$ cat config.mk
export PLATFORM = sky130hd
export DESIGN_NAME = prores_slice_parser
export DESIGN_NICKNAME = d
export VERILOG_FILES = /design/src/rtl/prores_slice_parser.sv
export SDC_FILE = /design/constraint.sdc
export NUM_CORES = 1
export LEC_CHECK = 0
export BUFFER_PORTS_ARGS = -buffer_cell sky130_fd_sc_hd__buf_2
export CAP_MARGIN = 0
export CELL_PAD_IN_SITES_DETAIL_PLACEMENT = 1
export CELL_PAD_IN_SITES_GLOBAL_PLACEMENT = 2
export CORE_ASPECT_RATIO = 0.75
export CORE_MARGIN = 4
export CORE_UTILIZATION = 37
export CTS_CLUSTER_SIZE = 28
export DETAILED_ROUTE_END_ITERATION = 6
export PLACE_DENSITY = 0.9
export SLEW_MARGIN = 5
export SYNTH_ARGS = -nofsm -noshare
export SYNTH_HDL_FRONTEND = slang
export SYNTH_SLANG_ARGS = --single-unit
export TNS_END_PERCENT = 5
$ cat constraint.sdc
create_clock -name clock -period 14.76 [get_ports clock]
set_input_delay 2.214 -clock clock [delete_from_list [all_inputs] [get_ports clock]]
set_output_delay 2.214 -clock clock [all_outputs]
set_load 0.005 [all_outputs]
$ cat src/rtl/prores_slice_parser.sv
// ProRes slice parser: reads the slice header, then routes the payload bytes
// to the Y, Cb and Cr decoders with per-component framing.
module prores_slice_parser #(
  parameter int unsigned MIN_HDR_BYTES = 6,
  parameter int unsigned Y_BLOCKS      = 32,
  parameter int unsigned C_BLOCKS      = 16
) (
  input  logic        clock,
  input  logic        reset,
  input  logic        slice_start,
  input  logic [15:0] slice_size,
  input  logic [7:0]  in_data,
  input  logic        in_valid,
  output logic        in_ready,
  output logic [7:0]  out_data,
  output logic        out_valid,
  input  logic        out_ready,
  output logic [1:0]  out_component,
  output logic        out_last,
  output logic        is_y,
  output logic [31:0] block_num,
  output logic [7:0]  header_size,
  output logic [7:0]  qscale,
  output logic [15:0] y_size,
  output logic [15:0] cb_size,
  output logic [15:0] cr_size,
  output logic        header_valid,
  output logic        done,
  output logic        error
);

  typedef enum logic [2:0] {IDLE, HDR, SKIP, Y, CB, CR, DONE, DRAIN} state_t;

  localparam logic [15:0] FIXED_HDR = 16'd6;
  localparam logic [7:0]  MIN_HDR   = MIN_HDR_BYTES[7:0];

  state_t      state, state_nxt;
  logic [15:0] rem, bcnt, slice_sz, cur_size, cb_full, cr_calc;
  logic [17:0] hdr_sum;
  logic [7:0]  skip_end;
  logic [1:0]  cur_comp;
  logic        acc, load, last_byte, hdr_err;

  // cb_size low byte arrives with the final fixed header byte, so checks use it directly
  assign cb_full   = {cb_size[15:8], in_data};
  assign hdr_sum   = 18'(header_size) + 18'(y_size) + 18'(cb_full);
  assign hdr_err   = (header_size < MIN_HDR) || (hdr_sum > 18'(slice_sz));
  assign cr_calc   = slice_sz - 16'(header_size) - y_size - cb_full;
  assign skip_end  = header_size - 8'd7;
  assign last_byte = (bcnt == cur_size - 16'd1);
  assign acc       = in_valid && in_ready;
  assign load      = acc && (state == Y || state == CB || state == CR);

  always_ff @(posedge clock) begin
    if (reset) state <= IDLE;
    else       state <= state_nxt;
  end

  always_comb begin
    state_nxt = state;
    case (state)
      IDLE:  if (slice_start) begin
               if (slice_size == 16'd0)          state_nxt = DONE;
               else if (slice_size < FIXED_HDR)  state_nxt = DRAIN;
               else                              state_nxt = HDR;
             end
      HDR:   if (acc && bcnt == 16'd5)
               state_nxt = hdr_err ? DRAIN : ((header_size > 8'd6) ? SKIP : Y);
      SKIP:  if (acc && bcnt == 16'(skip_end)) state_nxt = Y;
      Y:     if (cur_size == 16'd0 || (acc && last_byte)) state_nxt = CB;
      CB:    if (cur_size == 16'd0 || (acc && last_byte)) state_nxt = CR;
      CR:    if (cur_size == 16'd0 || (acc && last_byte)) state_nxt = DONE;
      DONE:  if (!out_valid) state_nxt = IDLE;
      DRAIN: if (rem == 16'd0) state_nxt = IDLE;
      default: state_nxt = IDLE;
    endcase
  end

  // empty components and an exhausted drain refuse bytes so nothing is lost
  always_comb begin
    in_ready = 1'b0;
    cur_size = 16'd0;
    cur_comp = 2'd0;
    case (state)
      HDR, SKIP: in_ready = 1'b1;
      DRAIN:     in_ready = (rem != 16'd0);
      Y:         begin cur_size = y_size;  cur_comp = 2'd0; end
      CB:        begin cur_size = cb_size; cur_comp = 2'd1; end
      CR:        begin cur_size = cr_size; cur_comp = 2'd2; end
      default: ;
    endcase
    if (state == Y || state == CB || state == CR)
      in_ready = (cur_size != 16'd0) && (!out_valid || out_ready);
  end

  always_ff @(posedge clock) begin
    if (reset) begin
      rem <= '0; bcnt <= '0; slice_sz <= '0;
      out_data <= '0; out_valid <= 1'b0; out_component <= 2'd0; out_last <= 1'b0;
      is_y <= 1'b1; block_num <= Y_BLOCKS;
      header_size <= '0; qscale <= '0; y_size <= '0; cb_size <= '0; cr_size <= '0;
      header_valid <= 1'b0; done <= 1'b0; error <= 1'b0;
    end else begin
      header_valid <= 1'b0;
      done         <= 1'b0;
      if (state != state_nxt) bcnt <= '0;
      else if (acc)           bcnt <= bcnt + 16'd1;
      if (acc) rem <= rem - 16'd1;
      case (state)
        IDLE: if (slice_start) begin
                rem      <= slice_size;
                slice_sz <= slice_size;
                error    <= (slice_size < FIXED_HDR);
              end
        HDR: if (acc) begin
               case (bcnt[2:0])
                 3'd0: header_size   <= {3'b000, in_data[7:3]};
                 3'd1: qscale        <= in_data;
                 3'd2: y_size[15:8]  <= in_data;
                 3'd3: y_size[7:0]   <= in_data;
                 3'd4: cb_size[15:8] <= in_data;
                 default: begin
                   cb_size[7:0] <= in_data;
                   if (hdr_err) error <= 1'b1;
                   else begin
                     cr_size      <= cr_calc;
                     header_valid <= 1'b1;
                   end
                 end
               endcase
             end
        DONE:  if (!out_valid) done <= 1'b1;
        DRAIN: if (rem == 16'd0) done <= 1'b1;
        default: ;
      endcase
      if (load) begin
        out_data      <= in_data;
        out_component <= cur_comp;
        out_last      <= last_byte;
        is_y          <= (state == Y);
        block_num     <= (state == Y) ? Y_BLOCKS : C_BLOCKS;
        out_valid     <= 1'b1;
      end else if (out_ready) begin
        out_valid <= 1'b0;
      end
    end
  end

endmodule
Word level (Yosys, flattened, before mapping)
Index checks and enable logic that the tools add are counted.
W data, S select, Z words.

word-level totals
  bits in registers = 160
  bits of input ports = 29
  output and inout port bits = 113
  word-level logic and storage cells = 122

cells by class
  $add $sub $neg = 9
  order comparisons = 4
  equality and inequality tests = 19
  multiplexer cells = 32
  bitwise logic cells = 4
  reduce and logical (&&, ||, !) cells = 34

operators by type and width
  cell                     count
  $logic_not A16 Y1        3
  $mux W16                 3
  $pmux W16 S3             1
  $mux W3                  11
  $reduce_bool A16 Y1      2
  $sub A16 B1 Y16 const B  2
  $sub A16 B16 Y16         2
  $pmux W3 S8              1
  $add A17 B16 Y18         1
  $gt A18 B16 Y1           1
  $reduce_and A3 Y1        6
  $add A5 B16 Y17          1
  $add A16 B1 Y16 const B  1
  $eq A16 B16 Y1           1
  $eq A16 B3 Y1 const B    1
  $eq A16 B8 Y1            1
  $lt A16 B3 Y1 const B    1
  $sub A16 B5 Y16          1
  $eq A3 B3 Y1 const B     5
  $eq A3 B2 Y1 const B     4
  $mux W1                  11
  $ne A2 B2 Y1 const B     4
  $reduce_or A8 Y1         1
  $eq A3 B1 Y1 const B     2
  other kinds (18)         35

Depth between registers and ports, before layout
  depth in word-level cells = 12
  gate-level depth with buffers = 26
  mapped depth without buffers = 24

Least setup slack after synthesis
OpenSTA, ideal clock, no wires.

  path type = input -> register
  start point = in in_data[2]
  end point = reg bcnt[1]
  setup time = 0.117 ns
  arrival time = 6.914 ns
  data required time = 14.643 ns
  path slack = 7.728 ns
  cell stages on the path = 22
  buffers on the path = 0
  path through = inv_1 fa_1 inv_1 ha_1 a211oi_1 o21bai_1 o41ai_1 nand2_1 a21oi_1 o21bai_1 a21o_1 a21oi_1 xnor2_1 ha_1 o21ai_0 a21oi_1 nor4_1 o22ai_1 or4b_1 a211oi_1 o2111a_2 and4bb_2

on the way
  word-level cells in the longest chain between the ends = 8

ends and longest elaborated chain
  item                        RTL line  RTL
  from (decl)                 12        input logic [7:0] in_data,
  $add A17 B16 Y18            46        assign hdr_sum = 18'(header_size) + 18'(y_size) + 18'(cb_full);
  $gt A18 B16 Y1              47        assign hdr_err = (header_size < MIN_HDR) || (hdr_sum > 18'(slice_sz));
  $logic_or A1 B1 Y1          47
  $mux W3                     68        state_nxt = hdr_err ? DRAIN : ((header_size > 8'd6) ? SKIP : Y);
  $mux W3                     67        HDR: if (acc && bcnt == 16'd5)
  $pmux W3 S8                 61        case (state)
  $ne A3 B3 Y1                106       if (state != state_nxt) bcnt <= '0;
  $reduce_or A2 Y1 (no line)  --
  to (signal assigned)        107       else if (acc) bcnt <= bcnt + 16'd1;
  to (decl)                   38        logic [15:0] rem, bcnt, slice_sz, cur_size, cb_full, cr_calc;

Every way passes these cells.
A chain may end at the register's enable or synchronous reset.

Worst setup path after layout
Same ends and word-level chain as after synthesis.

==> flow_summary.html <==
<table>
<tr><th>Metric</th><th>Value</th></tr>
<tr><th colspan="2">Status</th></tr>
<tr><td>Status</td><td>finished clean</td></tr>
<tr><th colspan="2">Drt</th></tr>
<tr><td>Mean routed wirelength per cell</td><td>21.6 um</td></tr>
<tr><td>Detailed-route wire length</td><td>35.6 mm</td></tr>
<tr><td>Drt pass-1 iters</td><td>5</td></tr>
<tr><td>Detailed router's first-iteration violation count</td><td>739</td></tr>
<tr><td>Post-detailed-route DRC marker count</td><td>0</td></tr>
<tr><td>DR vias</td><td>9260</td></tr>
<tr><td>Antenna Violating Nets Remaining</td><td>0</td></tr>
<tr><td>Drt via density</td><td>5.62</td></tr>
<tr><th colspan="2">Yosys</th></tr>
<tr><td>EDFF count, synth</td><td>0</td></tr>
<tr><td>YS warnings</td><td>0</td></tr>
<tr><td>Number of distinct library cell variants in the gate-level netlist after synthesis</td><td>76</td></tr>
<tr><td>Post-synthesis cell area</td><td>9840 um^2</td></tr>
<tr><td>Fraction of the mapped netlist area in simple logic gates</td><td>0.226</td></tr>
<tr><td>Prevailing post-synth register cell</td><td>sky130_fd_sc_hd__dfxtp_1</td></tr>
<tr><td>Dominant combinational cell family by area after synthesis</td><td>simple AND/OR/NAND/NOR gates</td></tr>
<tr><td>Synth Instances</td><td>1221</td></tr>
<tr><td>Syn Area/Cell</td><td>8.06 um^2</td></tr>
<tr><td>Part of the Yosys area used for sequential elements</td><td>0.263</td></tr>
<tr><td>Synth Area in Compound Gates</td><td>0.177</td></tr>
<tr><td>Count of state elements after synthesis</td><td>129</td></tr>
<tr><td>Adder-cell area share of the yosys netlist</td><td>0.148</td></tr>
<tr><td>Async set or reset register ratio after synthesis</td><td>0</td></tr>
<tr><td>Xor and xnor fraction of the mapped netlist area</td><td>0.0641</td></tr>
<tr><td>Multiplexer share of the synthesized area</td><td>0.0370</td></tr>
<tr><th colspan="2">STA</th></tr>
<tr><td>Fmax achieved</td><td>131 MHz</td></tr>
<tr><td>Final setup violation count</td><td>0</td></tr>
<tr><td>Final WS setup</td><td>7.12 ns</td></tr>
<tr><td>Final critical path time including I/O delays and setup</td><td>7.64 ns</td></tr>
<tr><td>Pin slew with the least headroom to its limit</td><td>1.06 ns</td></tr>
<tr><td>Crit share post-route</td><td>0.518</td></tr>
<tr><td>Number of hold violations in the final report</td><td>0</td></tr>
<tr><td>Unrepaired setup endpoints after global routing</td><td>no</td></tr>
<tr><td>Final Slew Violations</td><td>0</td></tr>
<tr><td>Skew final</td><td>0.00953 ns</td></tr>
<tr><td>Relative slew slack</td><td>0.296</td></tr>
<tr><td>Accumulated negative setup slack</td><td>0 ns</td></tr>
<tr><th colspan="2">Clock tree</th></tr>
<tr><td>Number of buffers added for setup after CTS</td><td>0</td></tr>
<tr><td>Clock root buffer</td><td>sky130_fd_sc_hd__clkbuf_16</td></tr>
<tr><td>Clock-pin slew on the worst setup and hold paths</td><td>0.06 ns</td></tr>
<tr><td>CTS tree</td><td>yes</td></tr>
<tr><td>Number of H-tree branching levels</td><td>4</td></tr>
<tr><td>Number of buffers created by CTS</td><td>17</td></tr>
<tr><td>Maximum count of clock buffers along a single path</td><td>2</td></tr>
<tr><td>Hold buffers post-CTS</td><td>0</td></tr>
<tr><td>Clock sink total</td><td>129</td></tr>
<tr><td>Gates resized, CTS repair</td><td>0</td></tr>
<tr><td>Worst-skew pair later-pin latency</td><td>0.44 ns</td></tr>
<tr><th colspan="2">Floorplan</th></tr>
<tr><td>Die Ht</td><td>149 um</td></tr>
<tr><td>Number of placed I/O pins</td><td>142</td></tr>
<tr><td>Core area</td><td>26000 um^2</td></tr>
<tr><td>Die extent in x</td><td>196 um</td></tr>
<tr><td>Number of rows in the core area</td><td>51</td></tr>
<tr><td>Starting Density</td><td>0.378</td></tr>
<tr><td>DIE AREA</td><td>29300 um^2</td></tr>
<tr><th colspan="2">Global routing</th></tr>
<tr><td>Maximum number of pins on one net before global-route repair</td><td>73</td></tr>
<tr><td>Overall routing resource usage</td><td>0.241</td></tr>
<tr><td>First-pass GRT wire length</td><td>54.6 mm</td></tr>
<tr><td>Via count of the first global-routing pass</td><td>9119</td></tr>
<tr><td>Remaining Overflow, GRT</td><td>0</td></tr>
<tr><td>Number of antenna violations at the first check in global routing</td><td>0</td></tr>
<tr><th colspan="2">Worst setup path</th></tr>
<tr><td>Highest net fanout along the worst path</td><td>16</td></tr>
<tr><td>Logic depth of the worst register-to-register path</td><td>22</td></tr>
<tr><td>Crit path launch type</td><td>input pin</td></tr>
<tr><td>Setup slack on the worst flop-to-flop path</td><td>8.51 ns</td></tr>
<tr><td>R2r startpoint</td><td>y_size[2]</td></tr>
<tr><td>CP Class</td><td>input pin to register</td></tr>
<tr><td>Required time at the worst-slack endpoint</td><td>15.09 ns</td></tr>
<tr><td>Critical Path End Type</td><td>register</td></tr>
<tr><td>Endpoint of the worst-slack reg-to-reg timing path</td><td>bcnt[1]</td></tr>
<tr><td>Arrival time at the worst endpoint</td><td>7.97 ns</td></tr>
<tr><th colspan="2">Flow run</th></tr>
<tr><td>Max cap viols</td><td>0</td></tr>
<tr><th colspan="2">Hold path</th></tr>
<tr><td>Min-Delay Endpoint</td><td>block_num[5]</td></tr>
<tr><td>Hold_sp</td><td>block_num[5]</td></tr>
<tr><td>Min-Delay Path Class</td><td>register to register</td></tr>
<tr><td>Worst hold stages</td><td>2</td></tr>
<tr><th colspan="2">Placement</th></tr>
<tr><td>Routability-driven placement congestion ratio</td><td>0.862</td></tr>
<tr><td>Placement Setup Slack</td><td>6.72 ns</td></tr>
<tr><td>Number of input and output port buffers inserted</td><td>108</td></tr>
<tr><td>Detail Placement HPWL</td><td>27.4 mm</td></tr>
<tr><th colspan="2">Cells and area</th></tr>
<tr><td>Most common library cell in the layout ignoring fill and taps</td><td>sky130_fd_sc_hd__a21oi_1</td></tr>
<tr><td>Post-layout net count</td><td>1422</td></tr>
<tr><td>Layout cell share with drive strength beyond 1</td><td>0.130</td></tr>
<tr><td>Most frequent cells in the layout</td><td>sky130_fd_sc_hd__a21oi_1, sky130_fd_sc_hd__dfxtp_1, sky130_fd_sc_hd__nand2_1</td></tr>
<tr><td>Filler Cells Inserted</td><td>3165</td></tr>
<tr><td>Antenna fix cells</td><td>0</td></tr>
<tr><td>Area added between synthesis and finish</td><td>11.5%</td></tr>
<tr><th colspan="2">Power and ir drop</th></tr>
<tr><td>Static Leak</td><td>4.72 nW</td></tr>
<tr><td>VDD IR-drop max</td><td>0.0000945 V</td></tr>
<tr><td>Power density over the cells</td><td>132 nW/um^2</td></tr>
</table>
==> worst max-delay path: stages <==
cell and delay [ns]:
sky130_fd_sc_hd__buf_2 0.14, sky130_fd_sc_hd__inv_1 0.13, sky130_fd_sc_hd__fa_1 0.63, sky130_fd_sc_hd__inv_1 0.06, sky130_fd_sc_hd__ha_1 0.31, sky130_fd_sc_hd__a211oi_1 0.28, sky130_fd_sc_hd__o21bai_1 0.16, sky130_fd_sc_hd__o41ai_1 0.48
sky130_fd_sc_hd__nand2_1 0.18, sky130_fd_sc_hd__a21oi_1 0.18, sky130_fd_sc_hd__o21bai_1 0.10, sky130_fd_sc_hd__a21o_1 0.19, sky130_fd_sc_hd__a21oi_1 0.16, sky130_fd_sc_hd__xnor2_1 0.14, sky130_fd_sc_hd__ha_1 0.26, sky130_fd_sc_hd__o21ai_0 0.17
sky130_fd_sc_hd__a21oi_1 0.07, sky130_fd_sc_hd__nor4_1 0.27, sky130_fd_sc_hd__o22ai_1 0.25, sky130_fd_sc_hd__or4b_1 0.59, sky130_fd_sc_hd__a211oi_1 0.26, sky130_fd_sc_hd__o2111a_2 0.47, sky130_fd_sc_hd__and4bb_2 0.28
==> through the flow <==
stage | total power (W) | util | instance area (um^2) | hold slack, ns | std cells
5_1_grt | 0.00153 | 0.421 | 11000 | 0.487 | 1647
4_1_cts | 0.00144 | 0.421 | 11000 | 0.466 | 1647
3_5_place_dp | 0.00104 | 0.401 | 10400 | 0.450 | 1617
3_3_place_gp | 0.00103 | 0.401 | 10400 | 0.441 | 1617
6_report | 0.00145 | 0.421 | 11000 | 0.463 | 1647
2_1_floorplan | 0.000897 | - | 9960 | 0.436 | 1253
==> cells in the mapped netlist, types with 8 or more instances <==
cell type	n	area, um^2
sky130_fd_sc_hd__xnor2_1	49	429
sky130_fd_sc_hd__fa_1	26	521
sky130_fd_sc_hd__ha_1	75	938
sky130_fd_sc_hd__nor2_1	119	447
sky130_fd_sc_hd__nand2_1	123	462
sky130_fd_sc_hd__a21oi_1	131	656
sky130_fd_sc_hd__buf_4	35	263
sky130_fd_sc_hd__a211oi_1	19	143
sky130_fd_sc_hd__inv_1	73	274
sky130_fd_sc_hd__and2_1	8	50.1
sky130_fd_sc_hd__nor2b_1	10	62.6
sky130_fd_sc_hd__o2bb2ai_1	10	87.6
sky130_fd_sc_hd__nand4_1	13	81.3
sky130_fd_sc_hd__o21bai_1	8	60.1
sky130_fd_sc_hd__o21ai_0	23	115
sky130_fd_sc_hd__a21o_1	13	97.6
sky130_fd_sc_hd__xor2_1	23	201
sky130_fd_sc_hd__or3_1	10	62.6
sky130_fd_sc_hd__nand3_1	50	250
sky130_fd_sc_hd__dfxtp_1	129	2580
sky130_fd_sc_hd__nor4bb_1	15	150
sky130_fd_sc_hd__clkbuf_1	43	161
sky130_fd_sc_hd__nor3_1	26	130
sky130_fd_sc_hd__mux2i_1	33	330
sky130_fd_sc_hd__nor4_1	12	75.1
sky130_fd_sc_hd__and3_1	10	62.6
sky130_fd_sc_hd__buf_6	8	90.1
==> report_power, final <==
group	switching, W	internal (W)
clock	0.000160	0.000232
sequential	0.0000534	0.000386
combinational	0.000380	0.000234
==> logic make-up after synthesis <==
kind of cell,after synthesis
AO/OA/AOI/OAI,272
XOR/XNOR,72
other,1
AND/OR/NAND/NOR,440
buffers and inverters,170
multiplexers,36
flip-flops,129
adder cells (fa/ha/maj),101
==> routing by layer <==
metal  track usage  up-vias  part of all wire
met4        0.0708        0             0.022
met2         0.331      358              0.39
li1              -     4354                 -
met3        0.0653       47             0.091
met5             0        -                 0
met1         0.364     4501              0.50
==> how the worst max path moves through the flow <==
stage               startpoint       to  slack, ns  cells after the start
floorplan           in_data[2]  bcnt[1]       7.73                     22
global placement    in_data[2]  bcnt[1]       6.93                     23
detailed placement  in_data[2]  bcnt[1]       6.72                     23
CTS                 in_data[2]  bcnt[1]       7.15                     23
global route        in_data[2]  bcnt[1]       6.57                     23
finish              in_data[2]  bcnt[1]       7.12                     23
==> registers in the layout (all words and copies together), names as in the netlist, 2 cells and up <==
| signal | flops |
|---|---|
| cr_size | 16 |
| y_size | 16 |
| qscale | 8 |
| out_data | 8 |
| state | 3 |
| block_num | 2 |
| out_component | 2 |
| header_size | 5 |
| rem | 16 |
| bcnt | 16 |
| cb_size | 16 |
| slice_sz | 16 |
==> cell type report <==
cell class	count	area [um^2]	share of cell area
inverter	73	274	0.0250
sequential	129	2580	0.235
multi-input combinational	954	6540	0.596
clock buffer	19	443	0.0404
clock inverter	11	92.6	0.00844
tap	344	430	0.0392
timing repair buffer	117	611	0.0557
Power figures use the tool's default switching activity.
